**config.mk**
```make
export PLATFORM = sky130hd
export DESIGN_NAME = fmac_seq
export DESIGN_NICKNAME = d
export VERILOG_FILES = /design/src/rtl/fpu_defs.sv /design/src/rtl/fmac_seq.sv
export SDC_FILE = /design/constraint.sdc
export NUM_CORES = 1
export LEC_CHECK = 0
export ABC_AREA = 0
export CAP_MARGIN = 20
export CORE_ASPECT_RATIO = 1.1
export CORE_UTILIZATION = 35
export CTS_CLUSTER_SIZE = 20
export DETAILED_ROUTE_END_ITERATION = 10
export PLACE_DENSITY = 0.72
export RECOVER_POWER = 25
export SYNTH_ARGS = -nofsm -noshare
export SYNTH_HDL_FRONTEND = slang
export SYNTH_SLANG_ARGS = --single-unit
```
**constraint.sdc**
```tcl
create_clock -name Clk_CI -period 1.8 [get_ports Clk_CI]
set_input_delay 0.27 -clock Clk_CI [delete_from_list [all_inputs] [get_ports Clk_CI]]
set_output_delay 0.27 -clock Clk_CI [all_outputs]
set_load 0.02 [all_outputs]
```
**src/rtl/fpu_defs.sv**
```systemverilog
// Shared FPU definitions: fused-op encodings, sequencer FSM states, flag bit indices
// and the sign-rule helpers used by fmac_seq.
package fpu_defs;

  localparam logic [1:0] C_FMADD  = 2'd0;
  localparam logic [1:0] C_FMSUB  = 2'd1;
  localparam logic [1:0] C_FNMSUB = 2'd2;
  localparam logic [1:0] C_FNMADD = 2'd3;

  localparam int unsigned C_FLAG_OF = 2;
  localparam int unsigned C_FLAG_UF = 1;
  localparam int unsigned C_FLAG_NX = 0;

  typedef enum logic [1:0] {
    IDLE = 2'd0,
    BUSY = 2'd1,
    DONE = 2'd2
  } seq_state_e;

  // The addend sign is inverted for the subtracting forms (a + b*c -> -a + b*c etc.)
  function automatic logic flipA(input logic [1:0] op);
    return (op == C_FMSUB) || (op == C_FNMADD);
  endfunction

  function automatic logic flipB(input logic [1:0] op);
    return (op == C_FNMSUB) || (op == C_FNMADD);
  endfunction

endpackage

```
**src/rtl/fmac_seq.sv**
```systemverilog
// fmac_seq: valid/ready sequencing stage wrapped around the combinational fmac datapath.
// Sticky fflags (Fflags_DO / Fflags_clr_SI) exist only when FMAC_SEQ_STICKY_EN is defined.
module fmac_seq
  import fpu_defs::*;
#(
  parameter int unsigned C_OP  = 32,
  parameter int unsigned C_RM  = 2,
  parameter int unsigned C_LAT = 2,
  parameter int unsigned C_CNT = 4
) (
  input  logic            Clk_CI,
  input  logic            Rst_RI,
  input  logic            Valid_SI,
  output logic            Ready_SO,
  input  logic [C_OP-1:0] Operand_a_DI,
  input  logic [C_OP-1:0] Operand_b_DI,
  input  logic [C_OP-1:0] Operand_c_DI,
  input  logic [1:0]      Op_SI,
  input  logic [C_RM-1:0] RM_SI,
  output logic [C_OP-1:0] Fmac_a_DO,
  output logic [C_OP-1:0] Fmac_b_DO,
  output logic [C_OP-1:0] Fmac_c_DO,
  output logic [C_RM-1:0] Fmac_rm_SO,
  input  logic [31:0]     Fmac_res_DI,
  input  logic            Fmac_of_SI,
  input  logic            Fmac_uf_SI,
  input  logic            Fmac_nx_SI,
  output logic            Valid_SO,
  input  logic            Ready_SI,
`ifdef FMAC_SEQ_STICKY_EN
  output logic [2:0]      Fflags_DO,
  input  logic            Fflags_clr_SI,
`endif
  output logic [31:0]     Result_DO,
  output logic [2:0]      Flags_DO
);

  localparam logic [C_OP-1:0] C_SIGN_MASK = {1'b1, {(C_OP-1){1'b0}}};
  localparam logic [C_CNT-1:0] C_CNT_LOAD = C_CNT'(C_LAT - 1);

  seq_state_e       state_q, state_d;
  logic [C_CNT-1:0] cnt_q, cnt_d;
  logic [C_OP-1:0]  a_q, a_d, b_q, b_d, c_q, c_d;
  logic [C_RM-1:0]  rm_q, rm_d;
  logic [31:0]      res_q, res_d;
  logic [2:0]       flags_q, flags_d;
  logic [2:0]       newFlags;
  logic             capture;
  logic             readyComb;
  logic             validComb;

  always_comb begin
    newFlags            = '0;
    newFlags[C_FLAG_OF] = Fmac_of_SI;
    newFlags[C_FLAG_UF] = Fmac_uf_SI;
    newFlags[C_FLAG_NX] = Fmac_nx_SI;
  end

  // In DONE the accept path follows Ready_SI so a result drain and a new accept share a cycle.
  always_comb begin
    state_d   = state_q;
    cnt_d     = cnt_q;
    a_d       = a_q;
    b_d       = b_q;
    c_d       = c_q;
    rm_d      = rm_q;
    res_d     = res_q;
    flags_d   = flags_q;
    capture   = 1'b0;
    readyComb = 1'b0;
    validComb = 1'b0;

    unique case (state_q)
      IDLE: readyComb = 1'b1;
      BUSY: begin
        if (cnt_q == '0) begin
          capture = 1'b1;
          res_d   = Fmac_res_DI;
          flags_d = newFlags;
          state_d = DONE;
        end else begin
          cnt_d = cnt_q - 1'b1;
        end
      end
      DONE: begin
        validComb = 1'b1;
        readyComb = Ready_SI;
        if (Ready_SI) state_d = IDLE;
      end
      default: state_d = IDLE;
    endcase

    if (readyComb && Valid_SI) begin
      a_d     = Operand_a_DI ^ (flipA(Op_SI) ? C_SIGN_MASK : '0);
      b_d     = Operand_b_DI ^ (flipB(Op_SI) ? C_SIGN_MASK : '0);
      c_d     = Operand_c_DI;
      rm_d    = RM_SI;
      cnt_d   = C_CNT_LOAD;
      state_d = BUSY;
    end
  end

  always_ff @(posedge Clk_CI) begin
    if (Rst_RI) begin
      state_q <= IDLE;
      cnt_q   <= '0;
      a_q     <= '0;
      b_q     <= '0;
      c_q     <= '0;
      rm_q    <= '0;
      res_q   <= '0;
      flags_q <= '0;
    end else begin
      state_q <= state_d;
      cnt_q   <= cnt_d;
      a_q     <= a_d;
      b_q     <= b_d;
      c_q     <= c_d;
      rm_q    <= rm_d;
      res_q   <= res_d;
      flags_q <= flags_d;
    end
  end

`ifdef FMAC_SEQ_STICKY_EN
  logic [2:0] fflags_q, fflags_d;

  // Clear first, then OR the capture in, so a coincident clear keeps only the new flags.
  always_comb begin
    fflags_d = fflags_q;
    if (Fflags_clr_SI) fflags_d = '0;
    if (capture) fflags_d = fflags_d | newFlags;
  end

  always_ff @(posedge Clk_CI) begin
    if (Rst_RI) fflags_q <= '0;
    else        fflags_q <= fflags_d;
  end

  assign Fflags_DO = fflags_q;
`endif

  assign Ready_SO   = readyComb;
  assign Valid_SO   = validComb;
  assign Fmac_a_DO  = a_q;
  assign Fmac_b_DO  = b_q;
  assign Fmac_c_DO  = c_q;
  assign Fmac_rm_SO = rm_q;
  assign Result_DO  = res_q;
  assign Flags_DO   = flags_q;

endmodule
```
## After elaboration in Yosys (flattened, before gate mapping)

Cells that the tools add are included.

| word-level totals | value |
|---|---|
| word-level logic and storage cells | 49 |
| output and inout port bits | 135 |
| input bits | 139 |
| register bits after elaboration | 139 |

| cells by class | value |
|---|---|
| mux-type cells | 11 |
| reductions and logical operators | 12 |
| eq/ne operators | 11 |
| bitwise operators | 4 |
| add/subtract/negate cells | 1 |

Operator list:

| operator | count |
|---|---|
| 2-to-1 mux 32 bit | 2 |
| XOR 32 bit | 2 |
| == test 2 bit (second input constant) | 3 |
| != test 2 bit (second input constant) | 3 |
| != test 3 bit (second input constant) | 2 |
| one-hot mux 2 bit (3 select lines) | 1 |
| AND reduction 2 bit | 3 |
| AND reduction 3 bit | 2 |
| 2-to-1 mux 1 bit | 5 |
| == test 2 x 1 -> 1 bit (second input constant) | 2 |
| zero test 4 bit | 1 |
| 2-to-1 mux 2 bit | 2 |
| subtractor 4 x 1 -> 4 bit (second input constant) | 1 |
| zero test 2 bit | 1 |
| logical OR 1 bit | 2 |
| != test 2 x 1 -> 1 bit (second input constant) | 1 |
| NOT 1 bit | 2 |
| one-hot mux 1 bit (2 select lines) | 1 |
| nonzero test 2 bit | 1 |
| OR reduction 2 bit | 1 |
| logical AND 1 bit | 1 |

## Logic depth before layout (Yosys ltp)

| depth | value |
|---|---|
| word-level depth | 5 |
| mapped depth | 7 |

## Worst setup path after synthesis

OpenSTA, ideal clock, no wires.

| timing path | value |
|---|---|
| kind | register to register |
| from | register cnt_q[1] |
| to | register cnt_q[1] |
| cell stages (with the launch flop) | 7 |
| arrival time | 1524 ps |
| path buffers | 1 |
| setup slack | 173 ps |
| cells stage by stage | dfxtp_1 -> inv_1 -> ha_1 -> or3b_1 -> buf_6 -> and3_4 -> a2111oi_2 |

| between the ends | value |
|---|---|
| cells in the longest elaborated chain, start to end | 3 |

Ends and longest elaborated chain:

| item | RTL line | RTL |
|---|---|---|
| start: declaration | fmac_seq.sv:42 | `logic [C_CNT-1:0] cnt_q, cnt_d;` |
| start signal: assignment | fmac_seq.sv:115 | `cnt_q <= cnt_d;` |
| parallel branches: the longest is 3 deep, another holds subtractor 4 x 1 -> 4 bit | n/a |  |

Parallel ways; which one is timed is not known.
A chain may end at the register's enable or synchronous reset.

## Worst setup path after layout

| timing path | value |
|---|---|
| from | register state_q[0] |
| to | register cnt_q[1] |

| between the ends | value |
|---|---|
| cells in the longest elaborated chain, start to end | 4 |

Ends and longest elaborated chain:

| item | RTL line | RTL |
|---|---|---|
| start: declaration | fmac_seq.sv:41 | `seq_state_e state_q, state_d;` |
| start signal: assignment | fmac_seq.sv:114 | `state_q <= state_d;` |
| == test 2 bit or zero test 2 bit (tied branches) | fmac_seq.sv:73 | `unique case (state_q)` |
| one-hot mux 1 bit (2 select lines) | fmac_seq.sv:73 |  |
| logical AND 1 bit | fmac_seq.sv:93 | `if (readyComb && Valid_SI) begin` |
| OR reduction 2 bit (no line) | n/a |  |

Several ways; a longest one is shown, not always the timed one.

==> metrics.md <==
| Metric | Value |
|---|---|
| Drc violations | 0 |
| Boundary Pins | 274 |
| Leakage power | 3.15 nW |
| Worst-case hold slack | 197 ps |
| Cell area after layout | 8930 µm² |
| DP HPWL | 11.5 mm |
| Commonest non-fill, non-tap cells in the layout | sky130_fd_sc_hd__clkdlybuf4s50_1 (270), sky130_fd_sc_hd__dfxtp_1 (138), sky130_fd_sc_hd__a21oi_1 (134), sky130_fd_sc_hd__o21ai_0 (133), sky130_fd_sc_hd__nand3_1 (132) |
| Status | finished, final reports clean |
| Setup TNS after final layout | 0 ps |
| Setup Buffers After CTS | 0 |
| Data required time at the worst endpoint | 2100 ps |
| Final WL | 17.5 mm |
| Kind of critical path | register to register |
| Effective utilization at floorplan | 36.3% |
| Met1 usage | 26.0% |
| Most crowded layer after global routing | met2 |
| Reg power frac | 39.6% |
| Portion of the post-synthesis area used by sequential elements | 52.4% |
| RSZ-0062 raised after global routing | false |
| Worst slew pin tran | 525 ps |
| Share of the cycle needed by the critical path after routing | 91.9% |
| Critical Path Source Type | register |
| Post-Synthesis Net Count | 784 |
| Clock latency of the later-clocked register in the worst-skew pair | 410 ps |
| Cell internal power dissipation | 6.30 mW |
| Library cells used by synthesis | 28 |
| Arrival time of the worst setup path | 1950 ps |
| Async set-or-reset flop fraction in the synthesized netlist | 0% |
| Final min period | 1650 ps |
| Max-Cap Viols | 0 |
| Most common cell after layout, fill and taps aside | sky130_fd_sc_hd__clkdlybuf4s50_1 |
| Post-synth EDFFs | 0 |
| TritonCTS Sinks | 139 |
| Number of non-filler instances in the completed layout | 1094 |
| Peak supply drop | 481 µV |
| Weighted congestion at the end of routability-driven global placement | 0.760 |
| Post-synthesis cell count | 644 |
| Wire per inst | 16.0 µm |
| Total count of hold-check failures in the final report | 0 |
| Global-route total usage across every layer | 21.9% |
| Vert. Die Dim | 131 µm |
| Number of buffers added to fix hold violations after cts | 0 |
| Maximum achievable frequency | 605 MHz |
| Width of the die | 119 µm |
| Final worst clock skew | 6.26 ps |
| Net Switching | 2.23 mW |
| Type of the most critical hold path | input port to register |
| Maximum number of pins on one net before global-route repair | 77 |
| Die Footprint | 15700 µm² |
| Setup Viol. Count Final | 0 |
| DRT Pass-1 Iters | 4 |
| Number of buffers inserted by port buffering | 273 |
| Worst max-slew margin expressed relative to the limit | 64.9% |
| Overflow after GRT | 0 |
| Highest fanout seen on the critical path | 10 |
| Total of flip-flops plus latches after synthesis | 139 |
| Max-slew violation total from the final report | 0 |
| Residual antenna-violating net count after detailed routing | 0 |
| Share of final-layout standard cells stronger than drive strength 1 | 7.10% |
| CTS clk-pin slew, worst paths | 60 ps |
| Clock tree from TritonCTS | yes |
| Clock power share | 40.3% |
| DR iter-0 viols | 446 |
| Area Growth Syn to Fin | 68.1% |
| Post-layout power | 8.53 mW |
| Combinational Power Share | 20.1% |
| GR Util met3 | 6.29% |
| Via count of the first global-routing pass | 5436 |
| Mean instance size in the synthesized netlist | 8.25 µm² |
| Total power divided by cell area | 956 nW/µm² |
| Vias per Instance | 5.22 |
| Bufs on Longest Clock Path | 2 |
| Count of standard-cell rows | 46 |
| Initial antenna violation count | 0 |
| CP endpoint kind | register |
| Post-synth top flop | sky130_fd_sc_hd__dfxtp_1 |
| Core box area | 14600 µm² |
| First-pass GRT wire length | 27.6 mm |
| Antenna diode count | 0 |
| Final net count | 1029 |
| Cell area after placement | 8360 µm² |
| Master cell of the clock root buffer | sky130_fd_sc_hd__clkbuf_16 |
| Number of synthesis warnings | 0 |
| Total number of vias | 5714 |
| Post-Syn Area | 5310 µm² |
| M2 GR Usage | 35.8% |
| H-tree levels | 4 |
| Switching share of total power | 26.2% |
| Cell Count Post-Placement | 1062 |
| Number of buffers inserted during clock tree synthesis | 17 |
[routing by layer]
metal,up-vias,wire (µm)
met5,-,0
met2,219,8560
met3,35,1250
met4,0,539
li1,2795,-
met1,2665,7170
[area by class of cell]
type,instances,area [µm²]
multi-input combinational,428,2230
clock inverter,13,151
fill,1314,5690
inverter,4,15.0
tap,192,240
clock buffer,19,433
sequential,139,2780
timing repair buffer,299,3070
[power by group through the flow]
stage	sequential, mW	combinational [mW]	clock [mW]
after floorplan	3.67	0.550	0
after global placement	3.43	1.73	0
after detailed placement	3.44	1.73	0
after CTS	3.38	1.74	3.51
after global routing	3.40	1.85	3.66
final	3.37	1.72	3.44
[flip-flops by register name, indices dropped and copies added (netlist names)]
| signal | count |
|---|---|
| Flags_DO | 3 |
| cnt_q | 4 |
| Result_DO | 32 |
| Fmac_a_DO | 32 |
| Fmac_rm_SO | 2 |
| state_q | 2 |
| Fmac_b_DO | 32 |
| Fmac_c_DO | 32 |
[cells in the mapped netlist (3+ instances only)]
cell / number / share of area (%)
sky130_fd_sc_hd__a21oi_1: 134 / 13
sky130_fd_sc_hd__a211oi_1: 4 / 0.57
sky130_fd_sc_hd__nor2b_1: 4 / 0.47
sky130_fd_sc_hd__buf_2: 11 / 1.0
sky130_fd_sc_hd__o21ai_0: 125 / 12
sky130_fd_sc_hd__nand3_1: 132 / 12
sky130_fd_sc_hd__o21ai_1: 9 / 0.85
sky130_fd_sc_hd__nor2_1: 3 / 0.21
sky130_fd_sc_hd__nand2b_1: 3 / 0.35
sky130_fd_sc_hd__inv_1: 4 / 0.28
sky130_fd_sc_hd__clkbuf_1: 57 / 4.0
sky130_fd_sc_hd__dfxtp_1: 139 / 52
[critical path, stage by stage (launching register included)]
cell and delay, ps:
sky130_fd_sc_hd__dfxtp_1 480, sky130_fd_sc_hd__nor2b_2 530, sky130_fd_sc_hd__nand2_1 170, sky130_fd_sc_hd__a2111oi_2 370
[kinds of logic (layout without fill, tap and decap cells)]
group,Yosys count,in the layout,share of synthesized area [%]
AOI/OAI and AO/OA,275,275,26.4
and+or+nand+nor,150,150,14.7
DFF,139,139,52.4
buffers and inverters,77,335,6.01
xor gates and xnor gates,2,2,0.330
adders and majority gates,1,1,0.236
[through the flow]
stage	worst slack [ps]	utilization, %
4_1_cts	115	61.1
5_1_grt	42.3	61.1
3_3_place_gp	-12.1	57.2
2_1_floorplan	173	-
3_5_place_dp	-4.23	57.2
6_report	146	61.1
[worst paths after layout]
kind / from / end / slack, ps / cells after the start
min: Rst_RI / Result_DO[24] / 200 / 2
max: state_q[0] / cnt_q[1] / 150 / 3
max reg2reg: state_q[0] / cnt_q[1] / 150 / 3
min reg2reg: Fmac_b_DO[0] / Fmac_b_DO[0] / 470 / 2
[repair_timing]
item                                    4_1_cts  5_1_grt
gates resized for setup                       3        0
hold endpoints to repair                      0        0
endpoints found under the setup margin        2        0
No activity file was read; power rests on OpenSTA's default activity.
